$ cat config.mk
export PLATFORM = sky130hd
export DESIGN_NAME = exec_sequencer
export DESIGN_NICKNAME = d
export VERILOG_FILES = /design/src/rtl/exec_pkg.sv /design/src/rtl/exec_lat_decode.sv /design/src/rtl/exec_sequencer.sv
export SDC_FILE = /design/constraint.sdc
export NUM_CORES = 1
export LEC_CHECK = 0
export CORE_MARGIN = 2
export CORE_UTILIZATION = 45
export CTS_CLUSTER_DIAMETER = 30
export DETAILED_ROUTE_END_ITERATION = 7
export GPL_ROUTABILITY_DRIVEN = 0
export PLACE_DENSITY = 0.84
export SLEW_MARGIN = 20
export SYNTH_ARGS = -nofsm -noshare
export SYNTH_HDL_FRONTEND = slang
export SYNTH_HIERARCHICAL = 1
export SYNTH_SLANG_ARGS = --single-unit
$ cat constraint.sdc
create_clock -name clk -period 8 [get_ports clk]
set_input_delay 1.6 -clock clk [delete_from_list [all_inputs] [get_ports clk]]
set_output_delay 1.6 -clock clk [all_outputs]
set_load 0.01 [all_outputs]
$ cat src/rtl/exec_pkg.sv
// Shared execute-stage encodings: op classes, opcode/funct/FPU codes and
// the multi-cycle sequencer state type.
package exec_pkg;

  localparam logic [1:0] OPT_IJ  = 2'b00;
  localparam logic [1:0] OPT_R   = 2'b01;
  localparam logic [1:0] OPT_FPU = 2'b10;

  localparam logic [5:0] OP_IN    = 6'b111110;
  localparam logic [5:0] FUNC_DIV = 6'b011010;
  localparam logic [5:0] FPU_ADD  = 6'b000000;
  localparam logic [5:0] FPU_SUB  = 6'b000001;
  localparam logic [5:0] FPU_MUL  = 6'b000010;
  localparam logic [5:0] FPU_SQRT = 6'b000100;

  typedef enum logic [1:0] {
    IDLE    = 2'd0,
    MULTI   = 2'd1,
    WAIT_IN = 2'd2
  } seq_state_t;

  // True for the FPU functions that share the add/sub/mul pipeline latency.
  function automatic logic is_fadd_class(input logic [5:0] fn);
    return (fn == FPU_ADD) || (fn == FPU_SUB) || (fn == FPU_MUL);
  endfunction

endpackage

$ cat src/rtl/exec_lat_decode.sv
// Combinational decode of an issued instruction into its final latency
// count and whether it is an IN (receive-buffer read).
module exec_lat_decode
  import exec_pkg::*;
#(
  parameter int unsigned FADD_LAT  = 2,
  parameter int unsigned FSQRT_LAT = 4,
  parameter int unsigned DIV_LAT   = 8
) (
  input  logic [1:0] op_type,
  input  logic [5:0] instr,
  output logic [3:0] final_cnt,
  output logic       is_in_op
);

  always_comb begin
    final_cnt = 4'd0;
    is_in_op  = 1'b0;
    case (op_type)
      OPT_FPU: begin
        if (is_fadd_class(instr)) begin
          final_cnt = 4'(FADD_LAT);
        end else if (instr == FPU_SQRT) begin
          final_cnt = 4'(FSQRT_LAT);
        end
      end
      OPT_R: begin
        if (instr == FUNC_DIV) begin
          final_cnt = 4'(DIV_LAT);
        end
      end
      OPT_IJ: begin
        is_in_op = (instr == OP_IN);
      end
      default: ;
    endcase
  end

endmodule

$ cat src/rtl/exec_sequencer.sv
// Execute-stage multi-cycle controller: drives the latency count, front-end
// stall, writeback enable, IN consume pulse and a saturating stall counter.
module exec_sequencer
  import exec_pkg::*;
#(
  parameter int unsigned FADD_LAT  = 2,
  parameter int unsigned FSQRT_LAT = 4,
  parameter int unsigned DIV_LAT   = 8
) (
  input  logic        clk,
  input  logic        rst,
  input  logic        issue_valid,
  input  logic [1:0]  op_type,
  input  logic [5:0]  instr,
  input  logic        in_valid,
  input  logic        flush,
  output logic [3:0]  latancy,
  output logic        stall,
  output logic        done,
  output logic        is_in,
  output logic        busy,
  output logic [31:0] stall_cycles
);

  seq_state_t  state_q, state_d;
  logic [3:0]  cnt_q, cnt_d;
  logic [3:0]  f_q, f_d;
  logic [3:0]  dec_f;
  logic        dec_in;
  logic        busy_q;
  logic [31:0] stall_cycles_q;

  exec_lat_decode #(
    .FADD_LAT  (FADD_LAT),
    .FSQRT_LAT (FSQRT_LAT),
    .DIV_LAT   (DIV_LAT)
  ) u_lat_decode (
    .op_type   (op_type),
    .instr     (instr),
    .final_cnt (dec_f),
    .is_in_op  (dec_in)
  );

  always_comb begin
    state_d = state_q;
    cnt_d   = cnt_q;
    f_d     = f_q;
    stall   = 1'b0;
    done    = 1'b0;
    is_in   = 1'b0;
    case (state_q)
      IDLE: begin
        if (issue_valid) begin
          if (dec_f != 4'd0) begin
            // Final count is latched here; inputs are ignored while in MULTI.
            stall   = 1'b1;
            state_d = MULTI;
            cnt_d   = 4'd1;
            f_d     = dec_f;
          end else if (dec_in && !in_valid) begin
            stall   = 1'b1;
            state_d = WAIT_IN;
          end else begin
            done  = 1'b1;
            is_in = dec_in;
          end
        end
      end
      MULTI: begin
        if (cnt_q == f_q) begin
          done    = 1'b1;
          state_d = IDLE;
          cnt_d   = 4'd0;
        end else begin
          stall = 1'b1;
          cnt_d = cnt_q + 4'd1;
        end
      end
      WAIT_IN: begin
        if (in_valid) begin
          done    = 1'b1;
          is_in   = 1'b1;
          state_d = IDLE;
        end else begin
          stall = 1'b1;
        end
      end
      default: begin
        state_d = IDLE;
        cnt_d   = 4'd0;
      end
    endcase
    // Flush or reset abandons the op: no writeback, no stall.
    if (flush || rst) begin
      stall   = 1'b0;
      done    = 1'b0;
      is_in   = 1'b0;
      state_d = IDLE;
      cnt_d   = 4'd0;
    end
  end

  always_ff @(posedge clk) begin
    if (rst) begin
      state_q        <= IDLE;
      cnt_q          <= 4'd0;
      f_q            <= 4'd0;
      busy_q         <= 1'b0;
      stall_cycles_q <= 32'd0;
    end else begin
      state_q <= state_d;
      cnt_q   <= cnt_d;
      f_q     <= f_d;
      busy_q  <= (state_d != IDLE);
      if (stall && (stall_cycles_q != 32'hFFFF_FFFF)) begin
        stall_cycles_q <= stall_cycles_q + 32'd1;
      end
    end
  end

  assign latancy      = cnt_q;
  assign busy         = busy_q;
  assign stall_cycles = stall_cycles_q;

endmodule

==> impl_metrics.env <==
export IMPL_status="finished, final reports clean"
export IMPL_power_per_cell_area_mw_per_mm2=132
export IMPL_ctsHoldBuffers=0
export IMPL_drive_above_1_share=0.0794
export IMPL_synth_seq_area_share=0.340
export IMPL_grt_first_pass_wirelength_mm=10.4
export IMPL_finClkSkew_ns=0.00807
export IMPL_crit_path_end_kind="output port"
export IMPL_drt_first_pass_iters=4
export IMPL_finalWirelength_mm=6.18
export IMPL_cts_tree="built"
export IMPL_synth_area_leader_cell="dfxtp_1"
export IMPL_clk_pin_slew_ns=0.08
export IMPL_combPwrFrac=0.067
export IMPL_cts_resized_gates=0
export IMPL_synthArstFlopShare=0
export IMPL_ys_seq_elements=43
export IMPL_dp_cells=404
export IMPL_rsz0062_at_grt="false"
export IMPL_coreArea_mm2=0.00547
export IMPL_antenna_left=0
export IMPL_p_seq_frac=0.515
export IMPL_dpl_hpwl_mm=4.37
export IMPL_p_clk_frac=0.418
export IMPL_ios=53
export IMPL_tightest_slew_ns=0.701
export IMPL_overflow=0
export IMPL_setup_tns_ns=0
export IMPL_port_buffers=52
export IMPL_fillerInstances=513
export IMPL_setup_viol=0
export IMPL_p_total_w=0.000420
export IMPL_max_freq_mhz=165
export IMPL_viasPerCell=6.12
export IMPL_setup_ws_ns=1.93
export IMPL_fin_cells=412
export IMPL_wl_met3_um=312
export IMPL_fin_crit_sh=0.759
export IMPL_final_area_mm2=0.00318
export IMPL_wl_met2_mm=3.11
export IMPL_wl_per_cell_um=15.0
export IMPL_crit_required_ns=6.40
export IMPL_switching_power_w=0.0000914
export IMPL_holdPathStages=2
export IMPL_start_util=0.463
export IMPL_drtIter0Drc=144
export IMPL_synth_top_area_frac=0.340
export IMPL_cts_path_max_buffers=2
export IMPL_track_usage=0.206
export IMPL_clockRootBuffer="clkbuf_8"
export IMPL_postCtsSetupBuffers=0
export IMPL_yosys_top_cells_count="dfxtp_1, a21oi_1, nor2_1"
export IMPL_synthDistinctLibCells=57
export IMPL_hp_class="reg2reg"
export IMPL_cts_buffers=5
export IMPL_synth_area_mm2=0.00253
export IMPL_vias=2522
export IMPL_dr_max_layer_used="met4"
export IMPL_area_delta_synth_final_pct=25.5
export IMPL_cts_sinks=43
export IMPL_antenna_found_initial=0
export IMPL_finalHoldViolCount=0
export IMPL_slew_viol_final=0
export IMPL_insertion_delay_ns=0.31
export IMPL_synth_edf_count=0
export IMPL_die_area_mm2=0.00625
export IMPL_cap_violations=0
export IMPL_worstPathArrival_ns=4.47
export IMPL_row_count=27
export IMPL_critPathLaunchType="primary input"
export IMPL_die_w_um=79.0
export IMPL_slew_headroom=0.529
export IMPL_crit_fanout=3
export IMPL_ys_flop_type="dfxtp_1"
export IMPL_min_period_ns=6.07
export IMPL_die_y_um=79.0
export IMPL_path_class="in2out"
export IMPL_grt_max_degree=58
export IMPL_internal_power_w=0.000328
export IMPL_drc_errors=0
export IMPL_power_switching_share=0.218
export IMPL_synth_most_common_cell="dfxtp_1"
export IMPL_r2r_slack_ns=5.38
export IMPL_power_leakage_nw=1.09
export IMPL_yosys_warnings=6
export IMPL_synthCells=295
export IMPL_htree_levels=2
export IMPL_avgSynthCellArea_um2=8.59
export IMPL_netlist_top_cells_area="dfxtp_1, a21oi_1, or4_1, o31ai_1, nor2_1"
export IMPL_wl_met1_mm=2.66
export IMPL_ir_drop_v=0.0000659
export IMPL_diodes=0
export IMPL_place_area_mm2=0.00306
export IMPL_layout_nets=357
export IMPL_r2r_cells=6
export IMPL_grt_pass1_vias=2297
export IMPL_syn_num_nets=313
export IMPL_place_ws_ns=1.91
## per-stage QoR
step / hold WS, ns / utilization
2_1_floorplan: 0.484 / -
3_3_place_gp: 0.486 / 0.560
3_5_place_dp: 0.510 / 0.560
4_1_cts: 0.521 / 0.581
5_1_grt: 0.542 / 0.581
6_report: 0.516 / 0.581
## worst max-delay path, cell delays in order
cell and delay [ns]:
clkdlybuf4s50_1 0.48, inv_1 0.06, ha_1 0.28, nand4bb_1 0.14, a2111oi_2 0.07, or4_1 0.53
nor3_1 0.31, a22oi_1 0.15, a221oi_1 0.27, clkdlybuf4s50_1 0.58
## registers in the layout, summed over array words and instances, names as in the netlist
| name | flops |
|---|---|
| latancy | 4 |
| busy | 1 |
| stall_cycles | 32 |
| state_q | 2 |
| f_q | 4 |
## metal layers
layer | vias up | global-route usage
met1 | 1211 | 0.243
met2 | 68 | 0.361
met4 | 0 | 0.0914
met3 | 12 | 0.0398
met5 | - | 0
li1 | 1231 | -
## power by group through the flow
stage                     registers [W]   logic, W  clock network (W)
after floorplan                0.000221  0.0000155                  0
after global placement         0.000221  0.0000275                  0
after detailed placement       0.000221  0.0000278                  0
after CTS                      0.000216  0.0000280           0.000181
after global routing           0.000216  0.0000309           0.000188
final                          0.000216  0.0000280           0.000176
## cell type report
type,instances,area (um^2),share of cell area
repair buffers,54,536,0.168
multi-input cells,225,1540,0.484
clock inverters,2,35.0,0.0110
flip-flops and latches,43,861,0.271
inverters,10,37.5,0.0118
well taps,72,90.1,0.0283
clock buffers,6,82.6,0.0260
## path summary, 6_finish.rpt
path | from | end
max reg2reg | stall_cycles[0] | stall_cycles[26]
min reg2reg | stall_cycles[22] | stall_cycles[22]
min | stall_cycles[22] | stall_cycles[22]
max | op_type[0] | done
## kinds of logic (layout without fill, tap and decap cells)
| group | Yosys count | in the layout | synth area share |
|---|---|---|---|
| adder cells (fa/ha/maj) | 5 | 5 | 0.0247 |
| flip-flops | 43 | 43 | 0.340 |
| XOR/XNOR | 4 | 4 | 0.0138 |
| buffers and inverters | 27 | 72 | 0.0573 |
| AO/OA/AOI/OAI | 79 | 79 | 0.218 |
| AND/OR/NAND/NOR | 130 | 130 | 0.318 |
| other | 1 | 1 | 0.00148 |
| multiplexers | 6 | 6 | 0.0267 |
## layout by cell type, fill, tap and decap left out, drive strengths merged, types with 2 or more instances in the layout
cell type and count:
a21oi 27, a22oi 4, a311oi 3, and3 3
and4 3, buf 2, clkbuf 6, clkdlybuf4s50 52
dfxtp 43, ha 5, inv 10, mux2 3
mux2i 3, nand2 14, nand2b 4, nand3 14
nand4 14, nor2 26, nor2b 6, nor3 7
nor4 7, nor4b 2, o2111ai 2, o211ai 3
o21a 3, o21ai 7, o311ai 5, o31ai 14
o41ai 5, or2 4, or3 5, or4 17
xor2 4
Power figures use the tool's default switching activity.
